`src/rtl/wb_stage.sv`:
```
// -----------------------------------------------------------------------------
// wb_stage : write-back stage of the NPC core.
//
// Accepts one completed instruction at a time from the execute/memory side.
// Non-loads are written back on the cycle after the handshake. Loads wait for
// the memory response, then the byte/halfword/word is extracted, extended and
// written back on the cycle after mem_rvalid. The register-file write port and
// the in-flight destination (for RAW-hazard stalls in decode) are decoded from
// registered state only; nothing from in_* reaches rf_* combinationally.
//
// Optional feature macro: WB_COMMIT_TRACE_EN
//   When defined, adds in_pc (captured on handshake), commit_valid (high in
//   every write-back cycle, even for x0 / no-write instructions) and commit_pc
//   for difftest and the ebreak/trap monitor.
//
// Parameters
//   ADDR_WIDTH  register index width (must match the register file)
//   DATA_WIDTH  datapath width; only 32 is meaningful (RV32 load extraction)
//
// Ports
//   clk          in   clock
//   rst          in   synchronous reset, active-low
//   in_valid     in   upstream presents a completed instruction
//   in_ready     out  stage can accept an instruction (depends on state only)
//   in_rd        in   destination register
//   in_rd_wen    in   instruction writes rd
//   in_is_load   in   result comes from memory instead of in_result
//   in_funct3    in   load type
//   in_addr_lo   in   low two bits of the load address
//   in_result    in   ALU/CSR/link result for non-loads
//   mem_rvalid   in   load data valid (single-cycle pulse)
//   mem_rdata    in   raw aligned 32-bit memory word
//   rf_wen       out  register-file write enable (never for x0)
//   rf_waddr     out  register-file write address
//   rf_wdata     out  register-file write data
//   busy_valid   out  a write to busy_rd is still pending
//   busy_rd      out  pending destination register
//   in_pc        in   (WB_COMMIT_TRACE_EN) pc of the incoming instruction
//   commit_valid out  (WB_COMMIT_TRACE_EN) instruction retires this cycle
//   commit_pc    out  (WB_COMMIT_TRACE_EN) pc of the retiring instruction
// -----------------------------------------------------------------------------
module wb_stage #(
   parameter int ADDR_WIDTH = 5,
   parameter int DATA_WIDTH = 32
) (
   input  logic                  clk,
   input  logic                  rst,
`ifdef WB_COMMIT_TRACE_EN
   input  logic [31:0]           in_pc,
   output logic                  commit_valid,
   output logic [31:0]           commit_pc,
`endif
   input  logic                  in_valid,
   output logic                  in_ready,
   input  logic [ADDR_WIDTH-1:0] in_rd,
   input  logic                  in_rd_wen,
   input  logic                  in_is_load,
   input  logic [2:0]            in_funct3,
   input  logic [1:0]            in_addr_lo,
   input  logic [DATA_WIDTH-1:0] in_result,
   input  logic                  mem_rvalid,
   input  logic [DATA_WIDTH-1:0] mem_rdata,
   output logic                  rf_wen,
   output logic [ADDR_WIDTH-1:0] rf_waddr,
   output logic [DATA_WIDTH-1:0] rf_wdata,
   output logic                  busy_valid,
   output logic [ADDR_WIDTH-1:0] busy_rd
);

   typedef enum logic [1:0] {
      IDLE     = 2'd0,
      WAIT_MEM = 2'd1,
      WRITE    = 2'd2
   } state_t;

   state_t                  state;
   logic [ADDR_WIDTH-1:0]   rd_p1;
   logic                    rd_wen_p1;
   logic [2:0]              funct3_p1;
   logic [1:0]              addr_lo_p1;
   logic [DATA_WIDTH-1:0]   data_p1;
`ifdef WB_COMMIT_TRACE_EN
   logic [31:0]             pc_p1;
`endif

   logic                    accept;
   logic                    rd_live;

   // Select the addressed byte/halfword of the memory word and extend it.
   // Unknown funct3 encodings fall back to the full word.
   function automatic logic [DATA_WIDTH-1:0] load_extract(
      input logic [DATA_WIDTH-1:0] word,
      input logic [2:0]            f3,
      input logic [1:0]            lo
   );
      logic signed [7:0]     b;
      logic signed [15:0]    h;
      logic [DATA_WIDTH-1:0] r;
      case (lo)
         2'd0:    b = word[7:0];
         2'd1:    b = word[15:8];
         2'd2:    b = word[23:16];
         default: b = word[31:24];
      endcase
      h = lo[1] ? word[31:16] : word[15:0];
      case (f3)
         3'd0:    r = DATA_WIDTH'(b);              // LB  : sign-extend
         3'd4:    r = DATA_WIDTH'(unsigned'(b));   // LBU : zero-extend
         3'd1:    r = DATA_WIDTH'(h);              // LH  : sign-extend
         3'd5:    r = DATA_WIDTH'(unsigned'(h));   // LHU : zero-extend
         default: r = word;                        // LW and reserved encodings
      endcase
      return r;
   endfunction

   // WRITE can take the next instruction, so back-to-back non-loads retire
   // one per cycle; only an outstanding load blocks upstream.
   assign in_ready = (state != WAIT_MEM);
   assign accept   = in_valid && in_ready;
   assign rd_live  = rd_wen_p1 && (rd_p1 != '0);

   // Capture stage: instruction fields, load completion and state sequencing
   always_ff @(posedge clk) begin
      if (!rst) begin
         state      <= IDLE;
         rd_p1      <= '0;
         rd_wen_p1  <= 1'b0;
         funct3_p1  <= '0;
         addr_lo_p1 <= '0;
         data_p1    <= '0;
`ifdef WB_COMMIT_TRACE_EN
         pc_p1      <= '0;
`endif
      end else begin
         case (state)
            IDLE, WRITE: begin
               if (accept) begin
                  rd_p1      <= in_rd;
                  rd_wen_p1  <= in_rd_wen;
                  funct3_p1  <= in_funct3;
                  addr_lo_p1 <= in_addr_lo;
`ifdef WB_COMMIT_TRACE_EN
                  pc_p1      <= in_pc;
`endif
                  if (in_is_load) begin
                     // mem_rvalid in this same cycle belongs to no one yet
                     state <= WAIT_MEM;
                  end else begin
                     data_p1 <= in_result;
                     state   <= WRITE;
                  end
               end else begin
                  state <= IDLE;
               end
            end
            WAIT_MEM: begin
               if (mem_rvalid) begin
                  data_p1 <= load_extract(mem_rdata, funct3_p1, addr_lo_p1);
                  state   <= WRITE;
               end
            end
            default: state <= IDLE;
         endcase
      end
   end

   // Write-back stage: register-file port and hazard report from held state
   assign rf_wen     = (state == WRITE) && rd_live;
   assign rf_waddr   = rd_p1;
   assign rf_wdata   = data_p1;
   assign busy_valid = ((state == WAIT_MEM) || (state == WRITE)) && rd_live;
   assign busy_rd    = rd_p1;

`ifdef WB_COMMIT_TRACE_EN
   assign commit_valid = (state == WRITE);
   assign commit_pc    = pc_p1;
`endif

endmodule

```
`config.mk`:
```
export PLATFORM = sky130hd
export DESIGN_NAME = wb_stage
export DESIGN_NICKNAME = d
export VERILOG_FILES = /design/src/rtl/wb_stage.sv
export SDC_FILE = /design/constraint.sdc
export NUM_CORES = 1
export LEC_CHECK = 0
export CORE_MARGIN = 4
export CORE_UTILIZATION = 41
export DETAILED_ROUTE_END_ITERATION = 12
export PLACE_DENSITY = 0.87
export SYNTH_ARGS = -nofsm -noshare
export SYNTH_HDL_FRONTEND = slang
export SYNTH_SLANG_ARGS = --single-unit
```
`constraint.sdc`:
```
create_clock -name clk -period 2.31 [get_ports clk]
set_clock_uncertainty 0.05 [all_clocks]
set_input_delay 0.462 -clock clk [delete_from_list [all_inputs] [get_ports clk]]
set_output_delay 0.462 -clock clk [all_outputs]
set_load 0.03 [all_outputs]
```
==> results.sh <==
export IMPL_status="finished, final reports clean"
export IMPL_vias=3149
export IMPL_rows=29
export IMPL_finalNonFillerCells=513
export IMPL_p_total_uw=2240
export IMPL_ys_seq_area_share_pct=32.9
export IMPL_criticalPathCategory="flop to flop"
export IMPL_wirelength_mm=9.62
export IMPL_yosysTopAreaCell="dfxtp_1"
export IMPL_drt_first_iter_violations=280
export IMPL_yosys_area_share_xor_xnor_pct=0
export IMPL_synth_top_cells_by_area="dfxtp_1 33%, a221oi_1 6.4%, a22oi_1 6.3%, o21ai_0 6.2%, mux2_2 6.2%"
export IMPL_synth_area_per_cell_um2=8.48
export IMPL_area_growth_pct=50.6
export IMPL_fin_ws_ns=0.185
export IMPL_synthSimpleGateAreaFrac_pct=10.6
export IMPL_crit_path_start_kind="flop"
export IMPL_clock_sinks=45
export IMPL_worstSkewPairLatency_ns=0.30
export IMPL_firstDrtPassIters=5
export IMPL_synth_area_mm2=0.00274
export IMPL_drc=0
export IMPL_placedCellCount=505
export IMPL_ys_types=39
export IMPL_drv_cap=0
export IMPL_fmax_mhz=471
export IMPL_root_buffer="clkbuf_8"
export IMPL_setup_worst_path_end_class="flop"
export IMPL_die_w_um=89.7
export IMPL_port_buffers=124
export IMPL_ys_ff_latch=45
export IMPL_slew_limit_headroom_pct=61.4
export IMPL_finalSetupViolations=0
export IMPL_htreeDepth=2
export IMPL_grt_use_met3_pct=6.68
export IMPL_fp_dieArea_mm2=0.00805
export IMPL_ant_nets=0
export IMPL_fin_area_mm2=0.00412
export IMPL_grt_pass1_vias=3175
export IMPL_leakage_uw=0.00142
export IMPL_grt_setup_unrepaired="no"
export IMPL_crit_arrival_ns=2.24
export IMPL_vias_per_cell=6.14
export IMPL_yosysTopAreaCellShare_pct=32.9
export IMPL_tightest_slew_ns=0.579
export IMPL_layout_min_cycle_time_ns=2.12
export IMPL_cts_tree="yes"
export IMPL_final_hold_viol_count=0
export IMPL_postCtsSetupBuffers=0
export IMPL_clk_pin_slew_worst_paths_ns=0.09
export IMPL_finalSetupTns_ns=0
export IMPL_die_h_um=89.7
export IMPL_min_period_over_period_pct=92.0
export IMPL_place_area_mm2=0.00403
export IMPL_drv_slew=0
export IMPL_dpl_hpwl_mm=7.11
export IMPL_synth_top_family_by_area="compound AO/OA/AOI/OAI gates"
export IMPL_grt_overflow_total=0
export IMPL_yosysWarnings=0
export IMPL_synthMuxAreaShare_pct=8.09
export IMPL_synth_compound_area_share_pct=38.0
export IMPL_synth_nets=407
export IMPL_place_ws_ns=0.0347
export IMPL_p_per_area_mw_per_mm2=543
export IMPL_drive_above_1_share_pct=12.6
export IMPL_grt_pass1_wl_mm=15.7
export IMPL_globalplace_congestion=0.849
export IMPL_worstHoldPathType="flop to flop"
export IMPL_clk_path_buf_depth=2
export IMPL_ir_worst_vdd_v=0.000310
export IMPL_grt_max_degree=37
export IMPL_synthAdderAreaFrac_pct=1.83
export IMPL_syn_inst=323
export IMPL_globalRoute_busiestLayer="met2"
export IMPL_diodes=0
export IMPL_fin_nets=519
export IMPL_cts_inserted_buffers=5
export IMPL_critPathMaxFanout=18
export IMPL_ios=125
export IMPL_core_region_area_mm2=0.00642
export IMPL_met1_usage_pct=27.7
export IMPL_cp_data_required_time_ns=2.43
export IMPL_globalRouteMet2Util_pct=39.5
export IMPL_start_util_pct=42.6
export IMPL_grt_antenna_before_repair=0
export IMPL_track_usage_pct=23.2
export IMPL_wl_per_cell_um=18.7
## per-layer routing
layer	vias up	part of all wire, %
met5	-	0
met4	0	3.4
met3	27	9.2
met2	198	48
met1	1469	39
li1	1455	-
## cell type report
type	instances	area, µm²
fill	530	2300
multi-input combinational	228	1610
timing repair buffer	139	1360
sequential	45	901
clock buffer	7	96.3
tap	77	96.3
inverter	16	60.1
clock inverter	1	5.00
## worst max-delay path, cell delays in order, from the launching register on
cell      delay, ns
dfxtp_1        0.45
inv_1          0.10
ha_1           0.25
o21a_1         0.23
a211o_1        0.39
buf_4          0.24
a22oi_1        0.21
a221oi_2       0.09
## where the power goes
part	internal (µW)	switching, µW
clock network	271	282
registers	838	48.8
logic	380	418
total	1490	749
## logic make-up after synthesis
logic type      after synthesis
simple gates                 64
flops                        45
mux                          19
buf+inv                      50
compound gates              141
fa+ha+maj                     4
## synthesized netlist by cell type
master and number:
a22oi_1 23, nor3_4 1, nor3_1 1, ha_1 4, o31a_4 1, a211oi_2 1
a21oi_1 27, o32ai_1 1, o211ai_1 1, a32oi_1 1, or3_1 1, a221oi_2 10
o311ai_0 1, nand3b_1 1, clkbuf_1 15, o221ai_1 15, clkinv_1 1, mux2i_1 3
a211o_1 1, buf_4 7, o21a_1 1, nor3b_2 1, dfxtp_1 45, mux4_2 1
nand2b_1 5, mux2_2 15, a221oi_1 20, or4_1 1, o21ai_1 2, a211oi_1 1
nand3_1 1, nor2_1 16, buf_6 1, nand2_1 35, a2bb2oi_1 1, buf_2 11
o21ai_0 34, inv_1 15, and2b_1 1
## state kept, by name, summed over array words and instances, names as in the netlist
name        cells
rf_wdata       32
funct3_p1       3
state           2
busy_rd         5
addr_lo_p1      2
rd_wen_p1       1
## final timing paths
kind / from / to / slack (ns) / cells after the start
setup reg to reg: state[0]$_SDFFE_PN0N_ / rf_wdata[31]$_SDFFE_PN0P_ / 0.19 / 7
setup / recovery: state[0]$_SDFFE_PN0N_ / rf_wdata[31]$_SDFFE_PN0P_ / 0.19 / 7
hold / removal: rf_wdata[12]$_SDFFE_PN0P_ / rf_wdata[12]$_SDFFE_PN0P_ / 0.44 / 2
hold reg to reg: rf_wdata[12]$_SDFFE_PN0P_ / rf_wdata[12]$_SDFFE_PN0P_ / 0.44 / 2
## layout by cell type, fill, tap and decap left out, drive strengths merged, types with 3 or more instances in the layout
cell	instances
nand2	35
ha	4
a21oi	27
a221oi	30
mux2i	3
nand2b	5
a22oi	23
clkbuf	9
inv	15
dfxtp	45
nor2	16
clkdlybuf4s50	121
buf	15
mux2	15
o21ai	36
o221ai	15
## per-stage QoR
stage | hold WS (ns) | util (%)
5_1_grt | 0.464 | 64.2
3_5_place_dp | 0.426 | 62.8
6_report | 0.438 | 64.2
4_1_cts | 0.440 | 64.3
2_1_floorplan | 0.403 | -
3_3_place_gp | 0.412 | 62.8
## timing repair
action / in CTS / in global routing
endpoints found under the hold margin: 0 / 0
resized for setup: 4 / 4
gates cloned: 0 / 0
hold buffers: 0 / 0
endpoints found under the setup margin: 3 / 2
(Power assumes the default switching activity.)
